$ cat config.mk
export PLATFORM = sky130hd
export DESIGN_NAME = conv3d_rd_sched
export DESIGN_NICKNAME = d
export VERILOG_FILES = /design/src/rtl/conv3d_rd_sched.sv
export SDC_FILE = /design/constraint.sdc
export NUM_CORES = 1
export LEC_CHECK = 0
export BUFFER_PORTS_ARGS = -buffer_cell sky130_fd_sc_hd__buf_4
export CAP_MARGIN = 5
export CORE_MARGIN = 10
export CORE_UTILIZATION = 50
export CTS_CLUSTER_SIZE = 14
export DETAILED_ROUTE_END_ITERATION = 10
export GPL_TIMING_DRIVEN = 0
export PLACE_DENSITY = 0.76
export SYNTH_ARGS = -nofsm -noshare
export SYNTH_HDL_FRONTEND = slang
export SYNTH_SLANG_ARGS = --single-unit
export TNS_END_PERCENT = 20
$ cat constraint.sdc
create_clock -name clk -period 11.42 [get_ports clk]
set_input_delay 0.571 -clock clk [delete_from_list [all_inputs] [get_ports clk]]
set_output_delay 0.571 -clock clk [all_outputs]
set_load 0.01 [all_outputs]
$ cat src/rtl/conv3d_rd_sched.sv
// conv3d_rd_sched: read scheduler for the conv3d engine.
// Sequences the weight prefetch burst and the per-output-row X bursts,
// issuing one burst read request at a time to the shared memory reader.
// Optional feature: define CONV3D_SCHED_YREAD_EN to follow every X row with
// a Y-row burst (cfg_ybase/cfg_yoffset are ignored when it is undefined).
module conv3d_rd_sched #(
   parameter int AW = 30
) (
   input  logic          clk,
   input  logic          rst,
   input  logic          cfg_ena,
   input  logic          cfg_prefetch,
   input  logic [AW-1:0] cfg_xbase,
   input  logic [AW-1:0] cfg_xoffset,
   input  logic [AW-1:0] cfg_ybase,
   input  logic [AW-1:0] cfg_yoffset,
   input  logic [8:0]    cfg_height_out,
   input  logic [17:0]   cfg_length_in,
   input  logic [AW-1:0] cfg_waddr,
   input  logic [7:0]    cfg_length_w,
   output logic          rd_req,
   output logic [AW-1:0] rd_addr,
   output logic [17:0]   rd_len,
   output logic [1:0]    rd_src,
   input  logic          rd_ack,
   input  logic          rd_done,
   output logic          busy,
   output logic          done,
   output logic          cfg_drop
);

   localparam logic [2:0] S_IDLE  = 3'd0;
   localparam logic [2:0] S_WREQ  = 3'd1;
   localparam logic [2:0] S_WWAIT = 3'd2;
   localparam logic [2:0] S_XREQ  = 3'd3;
   localparam logic [2:0] S_XWAIT = 3'd4;
`ifdef CONV3D_SCHED_YREAD_EN
   localparam logic [2:0] S_YREQ  = 3'd5;
   localparam logic [2:0] S_YWAIT = 3'd6;
`endif
   localparam logic [2:0] S_FIN   = 3'd7;

   logic [2:0]    state;
   logic          wpend;
   logic [AW-1:0] w_addr_s;
   logic [7:0]    w_len_s;
   logic [AW-1:0] xaddr;
   logic [AW-1:0] xoffset_s;
   logic [17:0]   len_s;
   logic [8:0]    height_s;
   logic [8:0]    row;
   logic [8:0]    row_inc;
   logic          start_ok;
   logic          pf_any;
   logic [AW-1:0] w_addr_now;
   logic [7:0]    w_len_now;
   logic          w_accept;
   logic          row_end_ev;
   logic          row_last;

`ifdef CONV3D_SCHED_YREAD_EN
   logic [AW-1:0] yaddr;
   logic [AW-1:0] yoffset_s;
`else
   logic          unused_y;
   assign unused_y = ^{cfg_ybase, cfg_yoffset};
`endif

   // Decode start/prefetch conditions and the end-of-row event.
   // A prefetch pulse arriving this cycle counts as pending immediately so it
   // wins over a same-cycle layer start, and its address is forwarded.
   always_comb begin
      start_ok   = cfg_ena && !busy;
      pf_any     = wpend || cfg_prefetch;
      w_addr_now = cfg_prefetch ? cfg_waddr : w_addr_s;
      w_len_now  = cfg_prefetch ? cfg_length_w : w_len_s;
      w_accept   = (state == S_WREQ) && rd_req && rd_ack;
      row_inc    = row + 9'd1;
`ifdef CONV3D_SCHED_YREAD_EN
      row_end_ev = (state == S_YWAIT) && rd_done;
      row_last   = (row == height_s);
`else
      row_end_ev = (state == S_XWAIT) && rd_done;
      row_last   = (row_inc == height_s);
`endif
   end

   // Layer shadow registers, captured only when a start is accepted.
   always_ff @(posedge clk or posedge rst) begin
      if (rst) begin
         xoffset_s <= '0;
         len_s     <= '0;
         height_s  <= '0;
`ifdef CONV3D_SCHED_YREAD_EN
         yoffset_s <= '0;
`endif
      end else if (start_ok) begin
         xoffset_s <= cfg_xoffset;
         len_s     <= cfg_length_in;
         height_s  <= cfg_height_out;
`ifdef CONV3D_SCHED_YREAD_EN
         yoffset_s <= cfg_yoffset;
`endif
      end
   end

   // Pending weight prefetch; a newer pulse overwrites the snapshot and re-arms.
   always_ff @(posedge clk or posedge rst) begin
      if (rst) begin
         wpend    <= 1'b0;
         w_addr_s <= '0;
         w_len_s  <= '0;
      end else if (cfg_prefetch) begin
         wpend    <= 1'b1;
         w_addr_s <= cfg_waddr;
         w_len_s  <= cfg_length_w;
      end else if (w_accept) begin
         wpend    <= 1'b0;
      end
   end

   // Flag a layer start that arrived while a layer was still running.
   always_ff @(posedge clk or posedge rst) begin
      if (rst) begin
         cfg_drop <= 1'b0;
      end else begin
         cfg_drop <= cfg_ena && busy;
      end
   end

   // Main sequencer: request issue/hold, row bookkeeping and layer completion.
   always_ff @(posedge clk or posedge rst) begin
      if (rst) begin
         state   <= S_IDLE;
         busy    <= 1'b0;
         done    <= 1'b0;
         rd_req  <= 1'b0;
         rd_addr <= '0;
         rd_len  <= '0;
         rd_src  <= 2'd0;
         xaddr   <= '0;
         row     <= '0;
`ifdef CONV3D_SCHED_YREAD_EN
         yaddr   <= '0;
`endif
      end else begin
         done <= 1'b0;

         if (start_ok) begin
            busy  <= 1'b1;
            row   <= '0;
            xaddr <= cfg_xbase;
`ifdef CONV3D_SCHED_YREAD_EN
            yaddr <= cfg_ybase;
`endif
         end

         case (state)
            S_IDLE: begin
               if (pf_any) begin
                  state <= S_WREQ;
               end else if (cfg_ena || busy) begin
                  state <= S_XREQ;
               end
            end

            S_WREQ: begin
               if (!rd_req) begin
                  rd_req  <= 1'b1;
                  rd_addr <= w_addr_now;
                  rd_len  <= {10'd0, w_len_now};
                  rd_src  <= 2'd0;
               end else if (rd_ack) begin
                  rd_req <= 1'b0;
                  state  <= S_WWAIT;
               end
            end

            S_WWAIT: begin
               if (rd_done) begin
                  state <= busy ? S_XREQ : S_IDLE;
               end
            end

            S_XREQ: begin
               if (!rd_req) begin
                  if (row == height_s) begin
                     state <= S_FIN;
                     done  <= 1'b1;
                     busy  <= 1'b0;
                  end else begin
                     rd_req  <= 1'b1;
                     rd_addr <= xaddr;
                     rd_len  <= len_s;
                     rd_src  <= 2'd1;
                  end
               end else if (rd_ack) begin
                  rd_req <= 1'b0;
                  state  <= S_XWAIT;
               end
            end

            S_XWAIT: begin
               if (rd_done) begin
                  xaddr <= xaddr + xoffset_s;
                  row   <= row_inc;
`ifdef CONV3D_SCHED_YREAD_EN
                  state <= S_YREQ;
`endif
               end
            end

`ifdef CONV3D_SCHED_YREAD_EN
            S_YREQ: begin
               if (!rd_req) begin
                  rd_req  <= 1'b1;
                  rd_addr <= yaddr;
                  rd_len  <= len_s;
                  rd_src  <= 2'd2;
               end else if (rd_ack) begin
                  rd_req <= 1'b0;
                  state  <= S_YWAIT;
               end
            end

            S_YWAIT: begin
               if (rd_done) begin
                  yaddr <= yaddr + yoffset_s;
               end
            end
`endif

            S_FIN: begin
               state <= S_IDLE;
            end

            default: begin
               state <= S_IDLE;
            end
         endcase

         if (row_end_ev) begin
            if (row_last) begin
               state <= S_FIN;
               done  <= 1'b1;
               busy  <= 1'b0;
            end else if (pf_any) begin
               state <= S_WREQ;
            end else begin
               state <= S_XREQ;
            end
         end
      end
   end

endmodule

* Word-level counts from Yosys, hierarchy flattened *
Index checks and enable logic that the tools add are counted.

word-level totals
  bits of input ports = 191
  flip-flop bits (word level) = 192
  output and inout port bits = 54
  logic and storage cells = 98

operators by class
  add/sub/neg operators = 2
  multiplexer cells = 51
  reduce and logical (&&, ||, !) cells = 13
  eq/ne operators = 16

operators with widths
  cell                                                 count
  2-to-1 mux 30 bit                                    7
  one-hot mux 30 bit (2 select lines)                  1
  2-to-1 mux 18 bit                                    3
  one-hot mux 18 bit (2 select lines)                  1
  adder 30 bit                                         1
  2-to-1 mux 3 bit                                     10
  2-to-1 mux 9 bit                                     3
  equality test 9 bit                                  2
  2-to-1 mux 1 bit                                     17
  one-hot mux 3 bit (5 select lines)                   1
  != test 4 bit, second input constant                 3
  2-to-1 mux 2 bit                                     5
  adder 9 x 1 -> 9 bit, second input constant          1
  != test 3 bit, second input constant                 3
  2-to-1 mux 8 bit                                     1
  != test 2 bit, second input constant                 4
  AND reduction 7 bit                                  1
  equality test 3 x 2 -> 1 bit, second input constant  2
  logical AND 1 bit                                    5
  one-hot mux 2 bit (2 select lines)                   1
  AND reduction 4 bit                                  1
  nonzero test 2 bit                                   2
  equality test 3 x 1 -> 1 bit, second input constant  1
  equality test 3 bit, second input constant           1
  4 further kinds                                      5

* Longest topological paths before layout *
  depth in word-level cells = 8
  mapped depth = 10

* Worst setup path after synthesis *
OpenSTA, ideal clock, no wires.

  path type = flip-flop to flip-flop
  start point = register xaddr[0]
  end point = register xaddr[26]
  stages on the path, launching flop included = 11
  path buffers = 0
  setup slack = 8795 ps
  period minus slack after synthesis = 2625 ps
  data required time = 11284 ps
  arrival = 2489 ps
  path through = dfrtp_1 -> ha_1 -> fa_1 -> a21o_1 -> a31oi_1 -> or3_1 -> nand2_1 -> a311o_1 -> a311oi_1 -> xor2_1 -> a21oi_1

on the way
  cells in the longest elaborated chain, start to end = 3

RTL lines
  what                    RTL line  text
  from (decl)             47        logic [AW-1:0] xaddr;
  from (signal assigned)  152       xaddr <= cfg_xbase;
  from (signal assigned)  205       xaddr <= xaddr + xoffset_s;
  adder 30 bit            205
  2-to-1 mux 30 bit       204       if (rd_done) begin
  2-to-1 mux 30 bit       158       case (state)

Every way passes these cells.
A chain may end at the register's enable or synchronous reset.

* Worst setup path in the final report *
  start point = register xaddr[0]
  end point = register xaddr[20]

The elaborated chain is that of the path after synthesis.

==> key figures <==
Run status
  – Status: completed

Critical path
  – Crit-path leading delay family: compound AO/OA/AOI/OAI gates
  – Worst-path fanout max: 3
  – Most used cell, CP: a21oi_1
  – WP data required: 11.69 ns
  – Crit-path cells: ha_1 -> fa_1 -> a21o_1 -> a31oi_1 -> nor4_1 -> o31ai_1 -> a21oi_1 -> or2_2 -> xnor2_1 -> a21oi_1
  – Crit-path slowest cell: o31ai_1
  – Worst setup EP type: flip-flop
  – Startpoint Class: flip-flop
  – Arr. time, crit path: 3.48 ns
  – Worst path bufs/invs: 0
  – Slowest cell delay on critical path: 0.44 ns
  – Kind of critical path: flip-flop to flip-flop

Power
  – Pwr/cell area: 288 mW/mm^2
  – Lkg Pwr: 5.97 nW
  – Power Total: 3.46 mW
  – Max VDD drop: 0.000116 V

Finish
  – Synth-to-layout area growth: 24.1%
  – Reg area: between 0.004 and 0.005 mm^2
  – Finished Cell Area: 0.0120 mm^2
  – Cell Count, Final, Fillers Out: 1508
  – Fin util: 0.637
  – Nets: 1458
  – # diodes: 0
  – Ratio of cells with drive above 1 in the final layout: 0.221
  – Fillers: around 1600
  – Multi-input gate area: 0.00462 mm^2

Synthesis
  – Synth Net Count: 1255
  – Synthesized cell area: 0.00969 mm^2
  – Post-synth EDFFs: 0
  – Synthesized flop and latch total: 191
  – Synth Instances: 1033
  – Avg Synthesized Cell Area: 9.38 um^2
  – Synth Warn #: 0
  – Top cell type by total area after synthesis: dfrtp_1
  – Synth cell count leaders: nand2_1, dfrtp_1, o21ai_0, nor2_1, clkbuf_1
  – Share of the synthesized area in the top cell type: 0.493
  – Most common cell in the synthesized netlist: nand2_1
  – Async SR Flop Fraction: 1.00
  – Synth cell types: 56
  – Top cells by area, synth: dfrtp_1, nand2_1, mux2_2
  – Seq/Total Area, Yosys: 0.493
  – Top FF cell, synth: dfrtp_1

Placement
  – Dpl cell area: 0.0114 mm^2
  – Placed Instances: 1477
  – Pre-CTS setup slack: 8.34 ns
  – Hpwl dp: 20.8 mm
  – Buffers on Ports: roughly 180
  – RePlAce Congestion: 0.892

Timing
  – RSZ-0062 raised after global routing: no
  – Tightest Pin Transition: 0.974 ns
  – Setup Skew: 0.0156 ns
  – Post-route clock period utilization: 0.281
  – Endpoints failing setup: 0
  – Setup TNS: 0 ns
  – Setup ws final: slightly above 8 ns
  – Hold_ws: 0.169 ns
  – Final Hold Vio Count: 0
  – Relative slew slack: 0.351
  – Min Clock Period, post-route: between 3 and 4 ns
  – Fmax: 312 MHz
  – Final Max Slew Viols: 0

Clocking
  – Clk buf depth: 2
  – Clock sink total: about 190
  – TritonCTS clock tree: done
  – TritonCTS buffer count: 17
  – Hold Buf Count CTS: 0
  – Root Driver: clkbuf_16
  – Post-CTS Resized: 0
  – Total setup buffers inserted after CTS: 0
  – H-tree depth: 4
  – Reg clk slew, reported paths: 0.07 ns
  – Later-pin clock latency in the skew report: 0.44 ns

Global routing
  – Largest net degree at the start of global routing: roughly 130
  – Grt ovf: 0
  – Gr usage total: 0.215
  – First-pass GRT wire length: roughly 44 mm
  – Vias in the first global route: 8247
  – Initial antenna violation count: 0

Die
  – Die Span Y: ~160 um
  – Die Wd: 159 um
  – Total core area: 0.0189 mm^2
  – DIE AREA: around 0.025 mm^2
  – I/O Pins: 245
  – Initial Util: 0.513
  – Rows: 50

Routing
  – DRT Wirelength: 27.8 mm
  – Post-route DRC: 0
  – Post-route ant nets: 0
  – Vias/cell: 5.44
  – Drt pass-1 iters: 5
  – Routed vias: 8202
  – Routed length per instance: 18.4 um
  – Iter 0 DRT Violations: 774

Flow run
  – Max cap viols: 0

Min path
  – Hold WC Path Type: input pin to async pin
## final cells by class
| type | count | share of cell area |
|---|---|---|
| multi-input combinational | 770 | 0.384 |
| clock inverter | 12 | 0.0134 |
| sequential | 191 | 0.397 |
| clock buffer | 19 | 0.0368 |
| tap | 260 | 0.0270 |
| inverter | 10 | 0.00374 |
| buffer | 62 | 0.0206 |
| timing repair buffer | 184 | 0.117 |
## power by group
| part | total (mW) | switching (mW) | internal [mW] |
|---|---|---|---|
| registers | 1.13 | 0.192 | 0.942 |
| logic | 1.71 | 0.957 | 0.752 |
| clock network | 0.620 | 0.268 | 0.352 |
## kinds of logic after synthesis
group	share of synthesized area
muxes	0.0865
DFF	0.493
AOI/OAI and AO/OA	0.134
buffers and inverters	0.0294
xor gates and xnor gates	0.0371
adders and majority gates	0.0408
other	0.000387
and+or+nand+nor	0.178
## layer usage
metal,up-vias,GRT usage,wire (um)
met3,40,0.0395,1540
li1,3933,-,-
met4,0,0.0628,569
met1,3950,0.284,12300
met5,-,0,0
met2,279,0.351,13400
## state kept, by name, summed over array words and instances, names as in the netlist
register   cells
xoffset_s     30
xaddr         30
row            9
wpend          1
done           1
len_s         18
cfg_drop       1
rd_src         1
state          3
rd_len        18
rd_addr       30
w_addr_s      30
rd_req         1
busy           1
w_len_s        8
height_s       9
## cells in the final DEF (no fill, tap or decap), types with 24 or more instances in the layout
cell type,count
mux2_2,38
xnor2_1,24
dfrtp_1,191
o21ai_0,72
nor2_1,49
a31oi_1,27
mux2i_1,41
ha_1,30
buf_4,185
nand2_1,302
a21oi_1,38
clkbuf_1,46
## path summary, 6_finish.rpt
path	start	to	slack, ns	cells past startpoint
setup / recovery	xaddr[0]	xaddr[20]	8.21	10
setup reg to reg	xaddr[0]	xaddr[20]	8.21	10
hold reg to reg	len_s[7]	len_s[7]	0.48	2
max in group asynchronous	rst	rd_addr[5]	10.28	3
hold / removal	rst	w_addr_s[27]	0.17	2
min in group clk	cfg_xoffset[9]	xoffset_s[9]	0.32	3
## worst reg2reg max path, stage by stage, from the launching register on
cell and delay, ns:
dfrtp_1 0.40, ha_1 0.27, fa_1 0.42, a21o_1 0.22, a31oi_1 0.33, nor4_1 0.13, o31ai_1 0.44, a21oi_1 0.23
or2_2 0.34, xnor2_1 0.16, a21oi_1 0.11
No activity file was read; power rests on OpenSTA's default activity.
